$ cat src/rtl/crack_pkg.sv
// Shared types and constants for the arc4 key-search controller.
// The printable-ASCII test lives here so every block agrees on what counts as a passing byte.
package crack_pkg;

    typedef enum logic [3:0] {
        IDLE,
        A4_RESET,
        A4_START,
        A4_WAIT,
        LEN_RD,
        LEN_WAIT,
        SCAN,
        NEXT_KEY,
        DONE
    } crack_state_t;

    typedef enum logic [1:0] {
        PS_IDLE,
        PS_LEN_RD,
        PS_LEN_WAIT,
        PS_SCAN
    } scan_state_t;

    localparam logic [23:0] KEY_MAX  = 24'hFFFFFF;
    localparam logic [7:0]  ASCII_LO = 8'h20;
    localparam logic [7:0]  ASCII_HI = 8'h7E;

    function automatic logic is_printable(input logic [7:0] b);
        return (b >= ASCII_LO) && (b <= ASCII_HI);
    endfunction

endpackage

$ cat src/rtl/crack_ctrl_if.sv
// Host-side start/result handshake of the key-search controller.
interface crack_ctrl_if;

    logic        en;
    logic        rdy;
    logic        key_valid;
    logic [23:0] key;

    modport master (output en, input rdy, input key_valid, input key);
    modport slave  (input en, output rdy, output key_valid, output key);

endinterface

$ cat src/rtl/crack_ctrl_pt_scan.sv
// Reads the length byte at address 0, then streams addresses 1..len and checks each
// returned byte one cycle later; reports pass/fail on the cycle the verdict is known.
module pt_scan
    import crack_pkg::*;
(
    input  logic       clk,
    input  logic       rst_n,
    input  logic       en,
    output logic       rdy,
    output logic       done,
    output logic       pass,
    output logic [7:0] pt_addr,
    input  logic [7:0] pt_rddata
);

    scan_state_t state;
    logic [7:0]  len;
    logic [8:0]  idx;
    logic [8:0]  idx_nxt;
    logic        byte_due;
    logic        byte_ok;
    logic        last;

    // idx is the address on the bus; the byte for idx-1 is on pt_rddata this cycle.
    // Nine bits so that len=255 can reach 256 without wrapping.
    always_comb begin
        idx_nxt  = idx + 9'd1;
        byte_due = (state == PS_SCAN) && (idx >= 9'd2);
        byte_ok  = is_printable(pt_rddata);
        last     = (idx == ({1'b0, len} + 9'd1));
        done     = 1'b0;
        pass     = 1'b0;
        if ((state == PS_LEN_WAIT) && (pt_rddata == 8'd0)) begin
            done = 1'b1;
            pass = 1'b1;
        end else if (state == PS_SCAN) begin
            if (byte_due && !byte_ok) begin
                done = 1'b1;
            end else if (last) begin
                done = 1'b1;
                pass = 1'b1;
            end
        end
    end

    assign rdy = (state == PS_IDLE);

    always_ff @(posedge clk or negedge rst_n) begin
        if (!rst_n) begin
            state   <= PS_IDLE;
            len     <= 8'd0;
            idx     <= 9'd0;
            pt_addr <= 8'd0;
        end else begin
            case (state)
                PS_IDLE: begin
                    if (en) state <= PS_LEN_RD;
                end
                PS_LEN_RD: begin
                    state <= PS_LEN_WAIT;
                end
                PS_LEN_WAIT: begin
                    len <= pt_rddata;
                    if (pt_rddata == 8'd0) begin
                        state <= PS_IDLE;
                    end else begin
                        state   <= PS_SCAN;
                        idx     <= 9'd1;
                        pt_addr <= 8'd1;
                    end
                end
                PS_SCAN: begin
                    // A failing byte drops the address immediately; the read already issued is ignored.
                    if (done) begin
                        state   <= PS_IDLE;
                        pt_addr <= 8'd0;
                    end else begin
                        idx     <= idx_nxt;
                        pt_addr <= (idx_nxt <= {1'b0, len}) ? idx_nxt[7:0] : 8'd0;
                    end
                end
                default: state <= PS_IDLE;
            endcase
        end
    end

endmodule

$ cat src/rtl/crack_ctrl.sv
// Brute-force arc4 key search: restarts the arc4 core for each candidate key and accepts
// the first key whose decrypted plaintext is entirely printable ASCII.
module crack_ctrl
    import crack_pkg::*;
#(
    parameter logic [23:0] CAND_INIT = 24'h000000
)
(
    input  logic         clk,
    input  logic         rst_n,
    crack_ctrl_if.slave  host,
    output logic         a4_rst_n,
    output logic         a4_en,
    output logic [23:0]  a4_key,
    input  logic         a4_rdy,
    output logic [7:0]   pt_addr,
    input  logic [7:0]   pt_rddata
);

    crack_state_t state;
    logic [23:0]  cand;
    logic         rdy_q;
    logic         key_valid_q;
    logic [23:0]  key_q;
    logic         scan_en;
    logic         scan_rdy;
    logic         scan_done;
    logic         scan_pass;

    assign host.rdy       = rdy_q;
    assign host.key_valid = key_valid_q;
    assign host.key       = key_q;

    // The scanner leaves idle on the same edge that moves this FSM into LEN_RD.
    assign scan_en = (state == A4_WAIT) && a4_rdy && scan_rdy;

    pt_scan u_scan (
        .clk       (clk),
        .rst_n     (rst_n),
        .en        (scan_en),
        .rdy       (scan_rdy),
        .done      (scan_done),
        .pass      (scan_pass),
        .pt_addr   (pt_addr),
        .pt_rddata (pt_rddata)
    );

    always_ff @(posedge clk or negedge rst_n) begin
        if (!rst_n) begin
            state       <= IDLE;
            cand        <= 24'd0;
            rdy_q       <= 1'b1;
            key_valid_q <= 1'b0;
            key_q       <= 24'd0;
            a4_rst_n    <= 1'b1;
            a4_en       <= 1'b0;
            a4_key      <= 24'd0;
        end else begin
            case (state)
                IDLE, DONE: begin
                    if (host.en) begin
                        cand        <= CAND_INIT;
                        a4_key      <= CAND_INIT;
                        key_valid_q <= 1'b0;
                        rdy_q       <= 1'b0;
                        a4_rst_n    <= 1'b0;
                        state       <= A4_RESET;
                    end
                end
                A4_RESET: begin
                    a4_rst_n <= 1'b1;
                    a4_en    <= 1'b1;
                    state    <= A4_START;
                end
                A4_START: begin
                    a4_en <= 1'b0;
                    state <= A4_WAIT;
                end
                A4_WAIT: begin
                    if (scan_en) state <= LEN_RD;
                end
                LEN_RD: begin
                    state <= LEN_WAIT;
                end
                LEN_WAIT: begin
                    if (scan_done) begin
                        state       <= DONE;
                        rdy_q       <= 1'b1;
                        key_valid_q <= 1'b1;
                        key_q       <= cand;
                    end else begin
                        state <= SCAN;
                    end
                end
                SCAN: begin
                    if (scan_done) begin
                        if (scan_pass) begin
                            state       <= DONE;
                            rdy_q       <= 1'b1;
                            key_valid_q <= 1'b1;
                            key_q       <= cand;
                        end else begin
                            state <= NEXT_KEY;
                        end
                    end
                end
                NEXT_KEY: begin
                    // Exhausting the key space ends the search rather than wrapping to zero.
                    if (cand == KEY_MAX) begin
                        state       <= DONE;
                        rdy_q       <= 1'b1;
                        key_valid_q <= 1'b0;
                        key_q       <= 24'd0;
                    end else begin
                        cand     <= cand + 24'd1;
                        a4_key   <= cand + 24'd1;
                        a4_rst_n <= 1'b0;
                        state    <= A4_RESET;
                    end
                end
                default: state <= IDLE;
            endcase
        end
    end

endmodule

$ cat src/flat_wrapper.sv
// flat-port wrapper written by rule: the top's interface ports become plain ports
module crack_ctrl_flat import crack_pkg::*;
#(
    parameter logic [23:0] CAND_INIT = 24'h000000
)
  (clk, rst_n, a4_rst_n, a4_en, a4_key, a4_rdy, pt_addr, pt_rddata, host_en, host_rdy, host_key_valid, host_key);
  crack_ctrl_if host_i ();
  input  logic clk;
  input  logic rst_n;
  output logic a4_rst_n;
  output logic a4_en;
  output logic [23:0] a4_key;
  input  logic a4_rdy;
  output logic [7:0] pt_addr;
  input  logic [7:0] pt_rddata;
  input wire logic [$bits(host_i.en)-1:0] host_en;
  output wire logic [$bits(host_i.rdy)-1:0] host_rdy;
  output wire logic [$bits(host_i.key_valid)-1:0] host_key_valid;
  output wire logic [$bits(host_i.key)-1:0] host_key;
  assign host_i.en = host_en;
  assign host_rdy = host_i.rdy;
  assign host_key_valid = host_i.key_valid;
  assign host_key = host_i.key;
  crack_ctrl #(.CAND_INIT(CAND_INIT)) u_core (.clk(clk), .rst_n(rst_n), .host(host_i), .a4_rst_n(a4_rst_n), .a4_en(a4_en), .a4_key(a4_key), .a4_rdy(a4_rdy), .pt_addr(pt_addr), .pt_rddata(pt_rddata));
endmodule
$ cat config.mk
export PLATFORM = sky130hd
export DESIGN_NAME = crack_ctrl_flat
export DESIGN_NICKNAME = d
export VERILOG_FILES = /design/src/rtl/crack_pkg.sv /design/src/rtl/crack_ctrl_if.sv /design/src/rtl/crack_ctrl_pt_scan.sv /design/src/rtl/crack_ctrl.sv /design/src/flat_wrapper.sv
export SDC_FILE = /design/constraint.sdc
export NUM_CORES = 1
export LEC_CHECK = 0
export ABC_AREA = 1
export CAP_MARGIN = 20
export CORE_MARGIN = 4
export CORE_UTILIZATION = 55
export DETAILED_ROUTE_END_ITERATION = 8
export PLACE_DENSITY = 0.82
export SLEW_MARGIN = 0
export SYNTH_ARGS = -nofsm -noshare
export SYNTH_HDL_FRONTEND = slang
export SYNTH_SLANG_ARGS = --single-unit
$ cat constraint.sdc
create_clock -name clk -period 3.1 [get_ports clk]
set_input_delay 0.465 -clock clk [delete_from_list [all_inputs] [get_ports clk]]
set_output_delay 0.465 -clock clk [all_outputs]
set_load 0.02 [all_outputs]
==> qor.txt, run 1 <==
clock net sink count - 83
commonest non-fill, non-tap cell in the layout - nand2_1
switching power - 1.93 mW
final cycle utilization of the critical path - 89.5%
Post-synth EDFFs - 0
syn avg cell area - 7.87 um2
CP endpoint kind - flop
Clock Latency Late Sink - 0.35 ns
Bufs on Longest Clock Path - 2
R2R depth - 14
Clock power frac - 20.5%
crit-path max FO - 5
switching share of total power - 42.8%
nets - 719
FF+latch count, synth - 83
I/O Buffers - 71
Netlist cell types - 40
post-synthesis sequential area ratio - 42.4%
Pwr Density - 760 nW/um2
ys async rst share - 100%
Final Setup Violations - 0
number of global-route vias before repair - 4,425
CTS tree - done
slowest stage delay, CP - 0.42 ns
via count - 4,426
Slowest-stage cell, CP - dfrtp_1
Fin Setup TNS - 0 ns
Max Clock Skew - 0.00914 ns
Max rail drop VDD - 0.506 mV
Critical Path Source Type - flop
RePlAce Congestion - 0.954
Seq pwr share - 34.1%
CTS clock-pin slew for the worst setup and hold paths - 0.08 ns
Synth top area share - 41.3%
CTS Buf Count - 9
Final Hold Fails - 0
post-cts sizing count - 0
slew margin rel. - 58.3%
DRC Markers - 0
depth of the CTS H-tree - 3
predominant post-synthesis flop cell - dfrtp_1
Lkg Pwr - 2.59 nW
critical path cell sequence - inv_1 > nor3_1 > nand4_1 > nor2_1 > xor2_1 > inv_1 > ha_1 > nand2_1 > or3_1 > nand2_1 > nand2_1 > nor2_2 > nand2_1 > a21oi_1
Worst Hold Class - input port to asynchronous set/reset pin
routed length per instance - 15.2 um
critical path arrival - 3.05 ns
core area - 8720 um2
family with the most delay on the worst path - simple AND/OR/NAND/NOR gates
net count after synthesis - 647
Synth Warn # - 0
TritonRoute pass-1 iters - 5
status - completed
dominant cell type by area after synthesis - dfrtp_1
share of cells above drive strength 1 - 13.7%
via-per-instance ratio - 5.48
Die ar. - 10,500 um2
FMAX - 0.360 GHz
most frequent cells in the layout - nand2_1, dfrtp_1, inv_1
ANT nets after route - 0
post-route cell area - 5940 um2
initial antenna violation count - 0
Placed Area - 5680 um2
Hold Slack - 0.0862 ns
RSZ-0062 raised after global routing - no
Root Buffer - clkbuf_8
Ports - 72
All-Layer GR Usage - 24.9%
largest cells by area after synthesis - dfrtp_1, nand2_1, inv_1
Die X - 102 um
num rows - 34
Detailed Place HPWL - 9140 um
Slew @ Worst Pin - 0.625 ns
1st-iter DRT viols - 258
total wire length - 12,300 um
post-CTS setup buffers - 0
fin. max-slew vios - 0
CP Class - flop to flop
critical path's most frequent cell - nand2_1
max-cap viol count - 0
CTS Hold Bufs - 0
final worst path period need - 2.77 ns
global-route wire length before repair - 20,700 um
ant diodes - 0
Crit path depth - 14
grt total ovfl - 0
Buf+Inv Stages, Crit Path - 2
largest net degree at the start of global routing - 84
Post-Syn Instances - 623
initial core utilization - 56.3%
CP required - 3.38 ns
Area growth syn-to-layout - 21.0%
Comb power frac - 45.4%
Cell Area, Synth - 4910 um2
Pint - 2.58 mW
Die H - 102 um
## per-layer routing
| layer | part of all wire (%) | up-vias | GRT usage [%] | wire length (um) |
|---|---|---|---|---|
| met5 | 0 | - | 0 | 0 |
| met3 | 5.9 | 40 | 3.75 | 725 |
| met4 | 3.8 | 0 | 12.0 | 461 |
| met2 | 48 | 162 | 40.2 | 5890 |
| met1 | 42 | 2057 | 32.9 | 5200 |
| li1 | - | 2167 | - | - |
## Yosys cell counts, types with 2 or more instances
master      n
nand3b_1    2
o31ai_1     7
buf_6       6
clkbuf_1    6
dfrtp_1    81
o22ai_1     6
nand2_1   154
o21ai_1    10
inv_1      71
nand2_2    26
o21ai_0    24
a31oi_1     2
xnor2_1     4
nand4_1    11
nor2_2      7
a21oi_1     8
nor2_1     56
nand3_2     4
dfstp_2     2
nor3_1     21
nor4_1      7
nand3_1    33
xor2_1     17
ha_1       12
o21ai_2    27
inv_2       5
## kinds of logic after synthesis
family	share of synthesized area [%]
buffers and inverters	7.98
DFF	42.4
AOI/OAI and AO/OA	11.7
adders and majority gates	3.06
xor gates and xnor gates	3.75
and+or+nand+nor	31.1
## per-stage QoR
step           util, %  std cells  total power, mW  setup slack, ns
2_1_floorplan        -        623             2.95            0.670
3_3_place_gp      65.2        791             3.53            0.445
3_5_place_dp      65.2        791             3.59            0.378
4_1_cts           67.8        807             4.52            0.346
5_1_grt           68.1        808             4.83           0.0261
6_report          68.1        808             4.51            0.325
## registers in the layout, summed over array words and instances, names as in the netlist
register / flops
u_core.a4_en: 1
u_core.a4_key: 24
u_core.a4_rst_n: 1
u_core.host.key: 24
u_core.host.key_valid: 1
u_core.host.rdy: 1
u_core.state: 4
u_core.u_scan.idx: 9
u_core.u_scan.len: 8
u_core.u_scan.pt_addr: 8
u_core.u_scan.state: 2
## final timing paths
path / start / endpoint / slack, ns
worst min-delay path: rst_n / u_core.u_scan.idx[8] / 0.09
min in group clk: u_core.a4_rst_n / u_core.a4_rst_n / 0.47
worst min register to register: u_core.a4_rst_n / u_core.a4_rst_n / 0.47
worst max-delay path: u_core.u_scan.idx[1] / u_core.u_scan.pt_addr[0] / 0.33
worst max register to register: u_core.u_scan.idx[1] / u_core.u_scan.pt_addr[0] / 0.33
max in group asynchronous: rst_n / u_core.a4_rst_n / 2.35
## power groups by stage
stage	sequential [mW]	clock, mW	combinational (mW)
final	1.54	0.926	2.05
after global routing	1.57	0.991	2.27
after CTS	1.54	0.940	2.05
after detailed placement	1.56	0	2.03
after global placement	1.55	0	1.99
after floorplan	1.66	0	1.29
## area by class of cell
class	count	area, um2
inverters	77	289
multi-input cells	449	2430
flip-flops and latches	83	2080
clock inverters	5	103
fillers	737	2790
repair buffers	75	763
clock buffers	11	131
well taps	108	135
No activity file was read; power rests on OpenSTA's default activity.
==> run 2, diff against run 1 <==
Settings changed: CORE_MARGIN 4 to default.
==> run 2 against run 1 <==
Maximum frequency rose by 0.21%. Non-clock buffer count rose by 2. Via count rose by 1.8%. Cell count rose by 0.12%. Clock skew fell by 0.0025 ns. Worst setup slack improved by 0.0059 ns. Combinational power barely moved. Global-route usage rose by 2.7 points. Critical path depth did not move. Hold slack improved by 0.38 ns. Sequential power barely moved. Clock power fell by 7.3%.
==> qor.txt, run 2 (synthesized netlist as in run 1, its figures left out) <==
total wire length - 12,400 um
Max rail drop VDD - 0.449 mV
most frequent cells in the layout - nand2_1, dfrtp_1, inv_1
critical path cell sequence - inv_1 > nor3_1 > nand4_1 > nor2_1 > xor2_1 > inv_1 > ha_1 > nand2_1 > or3_1 > nand2_1 > nand2_1 > nor2_1 > nand2_1 > o21ai_0
final cycle utilization of the critical path - 89.3%
Critical Path Source Type - flop
Fin Setup TNS - 0 ns
max-cap viol count - 0
depth of the CTS H-tree - 3
Pwr Density - 746 nW/um2
critical path arrival - 3.03 ns
grt total ovfl - 0
r2r setup slk - 0.33 ns
initial antenna violation count - 0
slowest stage delay, CP - 0.42 ns
initial core utilization - 56.5%
Die H - 96.4 um
Bufs on Longest Clock Path - 2
fin. max-slew vios - 0
core area - 8680 um2
gr busiest metal - met2
post-CTS setup buffers - 0
Final Hold Fails - 0
final core occ - 68.3%
status - completed
Slew @ Worst Pin - 0.751 ns
Root Buffer - clkbuf_8
post-cts sizing count - 0
CTS clock-pin slew for the worst setup and hold paths - 0.09 ns
met3 Use GR - 3.99%
Lkg Pwr - 2.59 nW
Area growth syn-to-layout - 20.9%
Hold Slack - 0.469 ns
via count - 4,506
I/O Buffers - 71
FMAX - 0.361 GHz
R2R Path End - u_core.u_scan.pt_addr[6]
Final Setup Violations - 0
RSZ-0062 raised after global routing - no
Die X - 96.4 um
Max Clock Skew - 0.00666 ns
CTS tree - done
ANT nets after route - 0
routed length per instance - 15.4 um
ant diodes - 0
CP endpoint kind - flop
CP required - 3.36 ns
1st-iter DRT viols - 253
largest net degree at the start of global routing - 84
R2R depth - 14
slew margin rel. - 50.0%
met1 usage - 36.6%
crit-path max FO - 5
number of global-route vias before repair - 4,285
CP Class - flop to flop
CTS Buf Count - 9
Clock Latency Late Sink - 0.35 ns
via-per-instance ratio - 5.57
DRC Markers - 0
clock net sink count - 83
critical path's most frequent cell - nand2_1
M2 GR Usage - 44.9%
TritonRoute pass-1 iters - 5
Ports - 72
nets - 721
num rows - 34
commonest non-fill, non-tap cell in the layout - nand2_1
Detailed Place HPWL - 9220 um
Slowest-stage cell, CP - dfrtp_1
global-route wire length before repair - 19,700 um
launching point of the worst reg2reg path - u_core.u_scan.idx[1]
CTS Hold Bufs - 0
All-Layer GR Usage - 27.7%
post-route cell area - 5930 um2
Placed Area - 5680 um2
Worst Hold Class - input port to asynchronous set/reset pin
RePlAce Congestion - 1.00
final worst path period need - 2.77 ns
share of cells above drive strength 1 - 14.0%
Die ar. - 9300 um2
Power Total - 4.42 mW
==> run 2: cell count changes in the layout (fill, tap and decap cells not counted) <==
cell / before / now
buf_12: 2 / 0
buf_16: 0 / 1
buf_4: 3 / 5
bufinv_16: 3 / 2
clkbuf_1: 2 / 0
clkbuf_8: 9 / 10
clkinv_2: 1 / 2
dlygate4sd3_1: 0 / 1
==> run 2: worst max path at each step <==
| stage | from | slack (ns) | cells past startpoint | end |
|---|---|---|---|---|
| 2_1_floorplan | u_core.u_scan.idx[1] | 0.67 | 14 | u_core.u_scan.pt_addr[1] |
| 3_3_place_gp | pt_rddata[1] | 0.45 | 9 | u_core.state[3] |
| 3_5_place_dp | u_core.u_scan.idx[1] | 0.36 | 14 | u_core.u_scan.pt_addr[6] |
| 4_1_cts | u_core.u_scan.idx[1] | 0.34 | 14 | u_core.u_scan.pt_addr[6] |
| 5_1_grt | u_core.u_scan.idx[0] | 0.04 | 14 | u_core.u_scan.pt_addr[6] |
| 6_report | u_core.u_scan.idx[1] | 0.33 | 14 | u_core.u_scan.pt_addr[6] |
==> run 2: report_power, final <==
group | switching (mW) | internal, mW
registers | 0.219 | 1.32
clock network | 0.389 | 0.469
logic | 1.31 | 0.715
total | 1.92 | 2.51
==> run 2: per-stage QoR <==
| step | instances | worst slack, ns |
|---|---|---|
| final | 809 | 0.331 |
| after floorplan | 623 | 0.670 |
| after global placement | 792 | 0.453 |
| after global routing | 809 | 0.0447 |
| after CTS | 807 | 0.337 |
| after detailed placement | 792 | 0.364 |
==> run 2: layer usage <==
metal | share of wire (%) | up-vias
met2 | 49 | 153
met1 | 44 | 2156
li1 | - | 2168
met4 | 2.7 | 0
met5 | 0 | -
met3 | 4.8 | 29
==> run 2: layout make-up <==
type                    count  area (um2)
clock buffers              10         138
clock inverters             5        77.6
fillers                   744        2750
inverters                  77         289
multi-input cells         449        2430
flip-flops and latches     83        2080
well taps                 108         135
repair buffers             77         776
==> run 2: worst max-delay path, delay by kind of cell, from the launching register on <==
kind	cells	cell delay [ns]
and+or+nand+nor	9	1.43
buffers and inverters	2	0.17
xor gates and xnor gates	1	0.20
AOI/OAI and AO/OA	1	0.15
adders and majority gates	1	0.31
DFF	1	0.42
==> edit: new RTL, config.mk and constraints of run 2 <==
Re-encode `scan_state_t` (4 states) as one-hot, 4 bits wide.
--- a/src/rtl/crack_pkg.sv
+++ b/src/rtl/crack_pkg.sv
@@ -14,11 +14,11 @@
         DONE
     } crack_state_t;
 
-    typedef enum logic [1:0] {
-        PS_IDLE,
-        PS_LEN_RD,
-        PS_LEN_WAIT,
-        PS_SCAN
+    typedef enum logic [3:0] {
+        PS_IDLE     = 4'b0001,
+        PS_LEN_RD   = 4'b0010,
+        PS_LEN_WAIT = 4'b0100,
+        PS_SCAN     = 4'b1000
     } scan_state_t;
 
     localparam logic [23:0] KEY_MAX  = 24'hFFFFFF;
Function: no difference found for any inputs over 10 cycles, from zero or initial values and one cycle with rst_n low; not proved beyond that.
==> edit against run 2 <==
- setup slack improved by 0.071 ns
- sequential cell count increased by 2
- cell count shrank 0.62%
- synthesized area is 3.2% lower
- first-iteration DRC count up 71%
- wire length decreased by 6.6%
- clock power decreased by 8.6%
- total power down 5.2%
- count of clock-buffer cells in the layout stayed put
- design area shrank 2.6%
==> edit: results <==
group,metric,value,unit
global_routing,grt_start_max_net_pins,86,
yosys,async_flop_share,100.0,%
setup_path,cp_top_family,"simple AND/OR/NAND/NOR gates",
routing,routed_wl,11620,um
sta,fin_crit,2.698,ns
setup_path,crit_arrival,2.97,ns
finish,layoutNonFillerInstCount,804,
routing,dr_wl_met3,844,um
sta,slew_headroom,58.93,%
sta,whs,0.02240,ns
yosys,synth_area_leaders,"dfrtp_1, nand2_1, inv_1, o21ai_0, nor2_1",
routing,wl_met1,5411,um
routing,met2_length,5190,um
yosys,yosys-top-cells-count,"nand2_1, dfrtp_1, inv_1, nor2_1, o21ai_0",
setup_path,critPathSlowestCell,"dfrtp_1",
clocking,numCtsBuffers,9,
pwr,total_power,4.195,mW
yosys,synth_seq_area_share,44.87,%
clocking,cts_root_buffer,"clkbuf_8",
clocking,ctsResizeCount,0,
min_path,hp-class,"in2async",
yosys,synth.avg_cell_area,7.683,um^2
setup_path,reg2regPathDepth,13,
setup_path,worstSetupEndpoint,"u_core.u_scan.pt_addr[2]$_DFFE_PN0P_",
global_routing,grt_pass1_vias,4038,
global_routing,met1_usage,40.88,%
routing,initialDrtViolationCount,432,
pwr,ir_worst_vdd,0.0004846,V
pwr,internal_power,2.371,mW
setup_path,cp-startpoint,"u_core.u_scan.idx[0]$_DFFE_PN0P_",
placed_design,placed_area,5553,um^2
placed_design,detailed_place_hpwl,8497,um
run_status,status,"completed",
global_routing,use_met2,41.67,%
placed_design,dp_slack,0.4029,ns
pwr,pwr-share-seq,36.4,%
clocking,insertion_delay,0.36,ns
pwr,p_clk_share,18.7,%
routing,dr_total_vias,4472,
finish,layout-drive-gt1-share,6.581,%
finish,final_nets,718,
yosys,syn_nets,642,
yosys,ys_warn_count,0,
placed_design,place.gp.congestion,0.9004,
pwr,power.leakage,2.649,nW
global_routing,grt_pass1_wl,19200,um
yosys,synth.distinct_cells,39,
global_routing,grt_util_met3,3.462,%
global_routing,track_usage,27.60,%
placed_design,placed_cells,787,
setup_path,max_stage_delay,0.38,ns
sta,skew,0.01267,ns
edit: logic make-up after synthesis:
kind of cell	count (synthesis)	share of synthesized area [%]
and+or+nand+nor	307	28.27
AOI/OAI and AO/OA	95	11.28
DFF	85	44.87
buffers and inverters	96	8.168
xor gates and xnor gates	23	4.243
adders and majority gates	12	3.162
edit: worst reg2reg max path, stage by stage, from the launching register on:
cell	delay (ns)
dfrtp_1	0.38
inv_1	0.10
nor3_1	0.34
nand3_1	0.17
nor3_1	0.23
xor2_1	0.13
ha_1	0.32
nand2_1	0.05
or3_1	0.33
nand2_1	0.07
nand2_1	0.05
inv_1	0.12
nand2_1	0.12
o21ai_0	0.20
edit: area by class of cell:
cell class | count | area, um^2
inverter | 84 | 315.3
clock buffer | 10 | 127.6
clock inverter | 6 | 61.31
sequential | 85 | 2132
timing repair buffer | 77 | 773.2
tap | 105 | 131.4
fill | 663 | 2526
multi-input combinational | 437 | 2232
